<file path="config.mk">
export PLATFORM = sky130hd
export DESIGN_NAME = mux_check_sequencer
export DESIGN_NICKNAME = d
export VERILOG_FILES = /design/src/rtl/mux_check_sequencer.sv
export SDC_FILE = /design/constraint.sdc
export NUM_CORES = 1
export LEC_CHECK = 0
export ABC_AREA = 1
export CAP_MARGIN = 20
export CELL_PAD_IN_SITES_DETAIL_PLACEMENT = 1
export CELL_PAD_IN_SITES_GLOBAL_PLACEMENT = 1
export CORE_AREA = 2 2 59 61
export DETAILED_ROUTE_END_ITERATION = 8
export DIE_AREA = 0 0 61 63
export GPL_TIMING_DRIVEN = 1
export PLACE_DENSITY = 0.82
export RECOVER_POWER = 25
export SLEW_MARGIN = 10
export SYNTH_ARGS = -nofsm -noshare
export SYNTH_HDL_FRONTEND = slang
export SYNTH_SLANG_ARGS = --single-unit
export TNS_END_PERCENT = 1
</file>
<file path="constraint.sdc">
create_clock -name clk -period 2.3 [get_ports clk]
set_input_delay 0.345 -clock clk [delete_from_list [all_inputs] [get_ports clk]]
set_output_delay 0.345 -clock clk [all_outputs]
set_load 0.01 [all_outputs]
</file>
<file path="src/rtl/mux_check_sequencer.sv">
// mux_check_sequencer: exhaustive clocked sweep of {a,b,c} checking z against (c & b) | (a & ~c).
module mux_check_sequencer #(
  parameter int SETTLE = 1
) (
  input  logic       clk,
  input  logic       rst,
  input  logic       start,
  output logic       a,
  output logic       b,
  output logic       c,
  input  logic       z,
  output logic       busy,
  output logic       done,
  output logic [3:0] pass_cnt,
  output logic [3:0] fail_cnt,
  output logic [2:0] first_fail_vec,
  output logic       first_fail_valid,
  output logic       all_pass
);
  typedef enum logic [1:0] {IDLE, APPLY, CHECK, DONE} state_t;
  localparam logic [3:0] LIM = SETTLE == 0 ? 4'd1 : 4'(SETTLE);
  state_t state, state_n;
  logic [2:0] i, i_n;
  logic [3:0] cnt, cnt_n;
  logic exp_z, mis;
  assign exp_z = (c & b) | (a & ~c);
  // 4-state compare so an X/Z on z is scored as a failure
  assign mis = z !== exp_z;
  assign busy = state == APPLY || state == CHECK;
  assign done = state == DONE;
  assign all_pass = done && fail_cnt == 4'd0;
  always_comb begin
    state_n = state;
    i_n = i;
    cnt_n = '0;
    case (state)
      IDLE: begin
        state_n = start ? APPLY : IDLE;
        i_n = '0;
      end
      APPLY: begin
        state_n = cnt == LIM - 4'd1 ? CHECK : APPLY;
        cnt_n = cnt == LIM - 4'd1 ? 4'd0 : cnt + 4'd1;
      end
      CHECK: begin
        state_n = i == 3'd7 ? DONE : APPLY;
        i_n = i + 3'd1;
      end
      DONE: state_n = IDLE;
    endcase
  end
  always_ff @(posedge clk) begin
    if (rst) begin
      state <= IDLE;
      i <= '0;
      cnt <= '0;
      {a, b, c} <= '0;
      pass_cnt <= '0;
      fail_cnt <= '0;
      first_fail_vec <= '0;
      first_fail_valid <= 1'b0;
    end else begin
      state <= state_n;
      i <= i_n;
      cnt <= cnt_n;
      {a, b, c} <= (state_n == APPLY || state_n == CHECK) ? i_n : 3'b000;
      if (state == IDLE && start) begin
        pass_cnt <= '0;
        fail_cnt <= '0;
        first_fail_vec <= '0;
        first_fail_valid <= 1'b0;
      end else if (state == CHECK) begin
        if (mis) begin
          fail_cnt <= fail_cnt + 4'd1;
          if (!first_fail_valid) begin
            first_fail_vec <= {a, b, c};
            first_fail_valid <= 1'b1;
          end
        end else begin
          pass_cnt <= pass_cnt + 4'd1;
        end
      end
    end
  end
endmodule

</file>
* After elaboration in Yosys (flattened, before gate mapping)
Index checks and enable logic that the tools add are counted.
** Cells by class
- $add $sub $neg :: 4
- Equality and inequality tests :: 7
- Muxes and demuxes :: 5
- Bitwise operators :: 8
- Reduce and logical (&&, ||, !) cells :: 13
** Operators by type and width (number)
- $add 4x1->4 const B :: 3
- $logic_not 4->1 :: 2
- $pmux 2 s4 :: 1
- $eq 2x2->1 const B :: 3
- $pmux 3 s2 :: 1
- $not 1->1 :: 5
- $eq 2x1->1 const B :: 2
- $mux 2 :: 2
- $reduce_and 2->1 :: 2
- $reduce_or 2->1 :: 2
- $add 3x1->3 const B :: 1
- $eq 3x3->1 const B :: 1
- $reduce_and 3->1 :: 1
- $reduce_or 3->1 :: 1
- $and 1x1->1 :: 2
- $logic_and 1x1->1 :: 2
- $logic_not 2->1 :: 1
- $logic_or 1x1->1 :: 2
- $mux 1 :: 1
- $nex 1x1->1 :: 1
- $or 1x1->1 :: 1
** Word-level totals
- Register bits :: 24
- Input port bits :: 4
- Output and inout bits :: 18

* Depth between registers and ports, before layout
Gate-level depths: netlist of run 1.
- Word-level depth :: 7
- Depth in mapped cells :: 9
- Mapped depth without buffers :: 9

* Worst setup path after synthesis of run 1
No wires, ideal clock.
- Path kind :: reg-to-reg
- Start point :: register state[0]
- End point :: register c
- Data arrival time :: 1.156 ns
- Data required time :: 2.178 ns
- Setup slack :: 1.023 ns
- Cell stages (with the launch flop) :: 10
- Path buffers :: 1
- Period minus slack after synthesis :: 1.277 ns
- Cell sequence :: dfxtp_1 inv_1 ha_1 buf_4 nand2_1 nand2_1 nand3_1 nand2_1 nand2_1 nor2_1
** Between the ends
- Longest elaborated chain between the ends :: 6
- Elaborated cells on any way between the ends :: 11
- Those cells by class :: 5 x eq/ne; 2 x mux; 1 x bitwise; 3 x reduce/logical
** RTL lines
- from (decl) :: line 22 : state_t state, state_n;
- from (signal assigned) :: line 63 : state <= state_n;
- $eq 2x2->1, or another cell as far along :: line 36 : case (state)
- $pmux 2 s4 :: line 36
- $eq 2x1->1 / $eq 2x2->1 (equally long branches) :: line 66 : {a, b, c} <= (state_n == APPLY || state_n == CHECK) ? i_n : 3'b000;
- $logic_or 1x1->1 :: line 66
- $not 1->1 (no source line)
- $reduce_or 2->1 (no source line)
- to (signal assigned) :: line 66
- to (decl) :: line 10 : output logic c,
Several ways; a longest one is shown, not always the timed one.
A chain may end at the register's enable or synchronous reset.

* Worst setup path after layout of run 1
- Start point :: register fail_cnt[0]
- End point :: output all_pass
** Between the ends
- Longest elaborated chain between the ends :: 2
** RTL lines
- from (decl) :: line 15 : output logic [3:0] fail_cnt,
- from (signal assigned) :: line 74 : fail_cnt <= fail_cnt + 4'd1;
- $logic_not 4->1 :: line 31 : assign all_pass = done && fail_cnt == 4'd0;
- $logic_and 1x1->1 :: line 31
- to (decl) :: line 18 : output logic all_pass
No other way between the ends.

==> impl_metrics.csv, run 1 <==
group,metric,value,unit
finish,nNetsFinal,198,
sta,actual_slew_at_the_worst_max_slew_pin,369,ps
die,io_pins,22,
global_route,via_count_of_the_first_global_routing_pass,1121,
hold_path,hold-path-endpoint,"first_fail_vec[2]",
power_and_ir_drop,powerDensity,472,mW/mm2
detailed_routing,drt-wirelength-per-cell,11.5,um
setup_path,critical_path_class,"flip-flop to primary output",
sta,relSlewSlack,0.754,
synth,post_synth.cell_area_avg,7.82,um2
clocking,cts_tree,"yes",
die,floorplan.rows,21,
synth,post-synth-top-area-cell,"sky130_fd_sc_hd__dfxtp_1",
hold_path,hold_path_startpoint,"first_fail_vec[2]",
setup_path,critPathArrivalTime,1680,ps
hold_path,hold_depth,2,
sta,unrepaired_setup_endpoints_after_global_routing,"false",
setup_path,worst-path-max-fanout,6,
place,io_buffer_count,21,
outcome,status,"complete, no violations",
setup_path,ff2ff_path_depth,7,
place,finalWeightedCongestion,0.742,
clocking,clkTransAtPathRegs,120,ps
global_route,initial_antenna_violation_count,0,
synth,yosysWarningCount,0,
setup_path,kind_of_capture_point_of_the_worst_setup_path,"primary output",
place,place.detailed.hpwl,2.11,mm
die,die_w,61,um
sta,achievable-frequency,493,MHz
clocking,clockBufferDepth,2,
global_route,grt-ovfl-total,0,
die,initial_core_util,0.377,
finish,area_delta_synth_final,24.5,%
sta,worst_clock_skew,1.40,ps
detailed_routing,firstDrtPassIters,4,
global_route,global_route.usage.total,0.158,
die,die-area,0.00384,mm2
hold_path,timing.hold.worst.class,"flip-flop to flip-flop",
sta,timing.final.crit_share,0.881,
detailed_routing,vias,1078,
detailed_routing,initialDrtViolationCount,15,
clocking,clock_insertion_delay_worst_skew,310,ps
clocking,cts_hold_buf,0,
clocking,htree_num_levels,1,
synth,syn-num-nets,173,
setup_path,timing.rr.end,"first_fail_vec[0]",
sta,setup_slack,274,ps
finish,antenna_cells_inserted,0,
finish,mostFrequentLayoutCells,"27 x sky130_fd_sc_hd__nand2_1, 24 x sky130_fd_sc_hd__dfxtp_1, 20 x sky130_fd_sc_hd__nor2_1, 20 x sky130_fd_sc_hd__clkdlybuf4s50_1",
global_route,grt_start_max_net_pins,14,
setup_path,worst-endpoint-required,1960,ps
place,dp_worst_setup_slack,623,ps
clocking,numClockSinks,24,
sta,post-route-min-period,2030,ps
power_and_ir_drop,ir_worst_vdd,0.000208,V
clocking,cts_repair_resize_count,0,
finish,final_common_cell,"sky130_fd_sc_hd__nand2_1",
clocking,numCtsBuffers,3,
setup_path,start_kind,"flip-flop",
sta,slew_viol_final,0,
power_and_ir_drop,leakagePower,0.000614,uW
synth,synth_seq_cells,24,
sta,finalSetupTns,0,ps
synth,yosysSeqAreaShare,0.394,
die,overall_die_height,63,um
setup_path,regToRegSetupSlack,770,ps
synth,synth.distinct_cells,22,
clocking,cts-root-buf,"sky130_fd_sc_hd__clkbuf_4",
flow_run,max_cap_violations,0,
setup_path,worst_r2r_start,"state[0]",
synth,synthTopCellsByArea,"sky130_fd_sc_hd__dfxtp_1 39%, sky130_fd_sc_hd__ha_1 13%, sky130_fd_sc_hd__nand2_1 8.3%",
detailed_routing,drcViolationCount,0,
clocking,cts_post_setup_buffers_inserted,0,
detailed_routing,routed_wirelength,2.61,mm
global_route,grt_pass1_wl,4.70,mm
synth,netlist_area,0.00122,mm2
finish,post_route_cells_drive_above_1_share,0.100,
synth,synth.top_cell.area_share,0.394,
detailed_routing,drt.antenna.violating_nets,0,
sta,timing_hold_violations_final,0,
sta,finalSetupViolations,0,
die,design.core.area,0.00323,mm2
detailed_routing,avgViaCountPerCell,4.77,
synth,syn-instance-count,156,
cell families after synthesis:
family | share of synthesized area
compound gates | 0.0656
fa+ha+maj | 0.133
flops | 0.394
simple gates | 0.317
xor+xnor | 0.0215
buf+inv | 0.0687
state kept, by name, summed over array words and instances (netlist names):
register,flops
first_fail_vec,3
first_fail_valid,1
cnt,4
a,1
fail_cnt,4
b,1
i,3
c,1
state,2
pass_cnt,4
worst max path at each step:
stage	startpoint	endpoint	slack, ps	depth (start not counted)
final	fail_cnt[0]	all_pass	270	5
after global routing	state[0]	all_pass	150	4
after CTS	fail_cnt[0]	all_pass	250	5
after detailed placement	fail_cnt[0]	all_pass	620	5
after global placement	state[0]	all_pass	670	4
after floorplan	state[0]	c	1020	9
metrics by stage:
step	power [uW]	instances	hold WS (ps)	instance area, um2	utilization
final	717	226	490	1520	0.470
after global placement	503	222	442	1480	0.459
after detailed placement	506	222	472	1480	0.459
after CTS	730	226	496	1520	0.470
after global routing	755	226	520	1520	0.470
after floorplan	479	156	417	1220	-
layout make-up:
type                    instances  area [um2]
clock buffers                   4        36.3
repair buffers                 22         218
inverters                      19        71.3
well taps                      46        57.6
multi-input cells             111         656
flip-flops and latches         24         480
fillers                       412        1710
report_power, final:
part	total [uW]	switching (uW)	internal, uW	leakage, uW
clock network	220	124	96.8	0.0000210
logic	72.7	44.6	28.1	0.000399
registers	424	4.04	420	0.000194
total	717	172	545	0.000614
cell usage after synthesis:
| library cell | n |
|---|---|
| sky130_fd_sc_hd__buf_4 | 1 |
| sky130_fd_sc_hd__a22oi_1 | 2 |
| sky130_fd_sc_hd__nor3_1 | 1 |
| sky130_fd_sc_hd__nand3_4 | 1 |
| sky130_fd_sc_hd__nand3_1 | 16 |
| sky130_fd_sc_hd__inv_2 | 3 |
| sky130_fd_sc_hd__xnor2_1 | 1 |
| sky130_fd_sc_hd__a21oi_1 | 11 |
| sky130_fd_sc_hd__buf_2 | 1 |
| sky130_fd_sc_hd__o21ai_0 | 2 |
| sky130_fd_sc_hd__nor2_1 | 20 |
| sky130_fd_sc_hd__nand2_2 | 5 |
| sky130_fd_sc_hd__inv_1 | 16 |
| sky130_fd_sc_hd__nor2_4 | 1 |
| sky130_fd_sc_hd__ha_1 | 13 |
| sky130_fd_sc_hd__nand3_2 | 2 |
| sky130_fd_sc_hd__nand4_1 | 5 |
| sky130_fd_sc_hd__nand3b_1 | 1 |
| sky130_fd_sc_hd__xor2_1 | 2 |
| sky130_fd_sc_hd__or2_2 | 1 |
| sky130_fd_sc_hd__dfxtp_1 | 24 |
| sky130_fd_sc_hd__nand2_1 | 27 |
per-layer routing:
layer  part of all wire  vias up  track usage
li1                   -      555            -
met1               0.44      504        0.189
met2               0.52       15        0.274
met3              0.025        4       0.0311
met4              0.012        0       0.0489
met5                  0        -            0
worst max-delay path, cell delays in order (launching register included):
cell and delay (ps):
sky130_fd_sc_hd__dfxtp_1 380, sky130_fd_sc_hd__inv_1 90, sky130_fd_sc_hd__ha_1 150, sky130_fd_sc_hd__nand2_1 50, sky130_fd_sc_hd__nor3_1 130, sky130_fd_sc_hd__clkdlybuf4s50_1 560
No activity file was read; power rests on OpenSTA's default activity.
==> inputs of run 2 (changes only) <==
- SLEW_MARGIN: 10 -> not set
- TNS_END_PERCENT: 1 -> not set
==> results of run 2 <==
No change in the layout: final DEF, timing and power equal those of run 1.
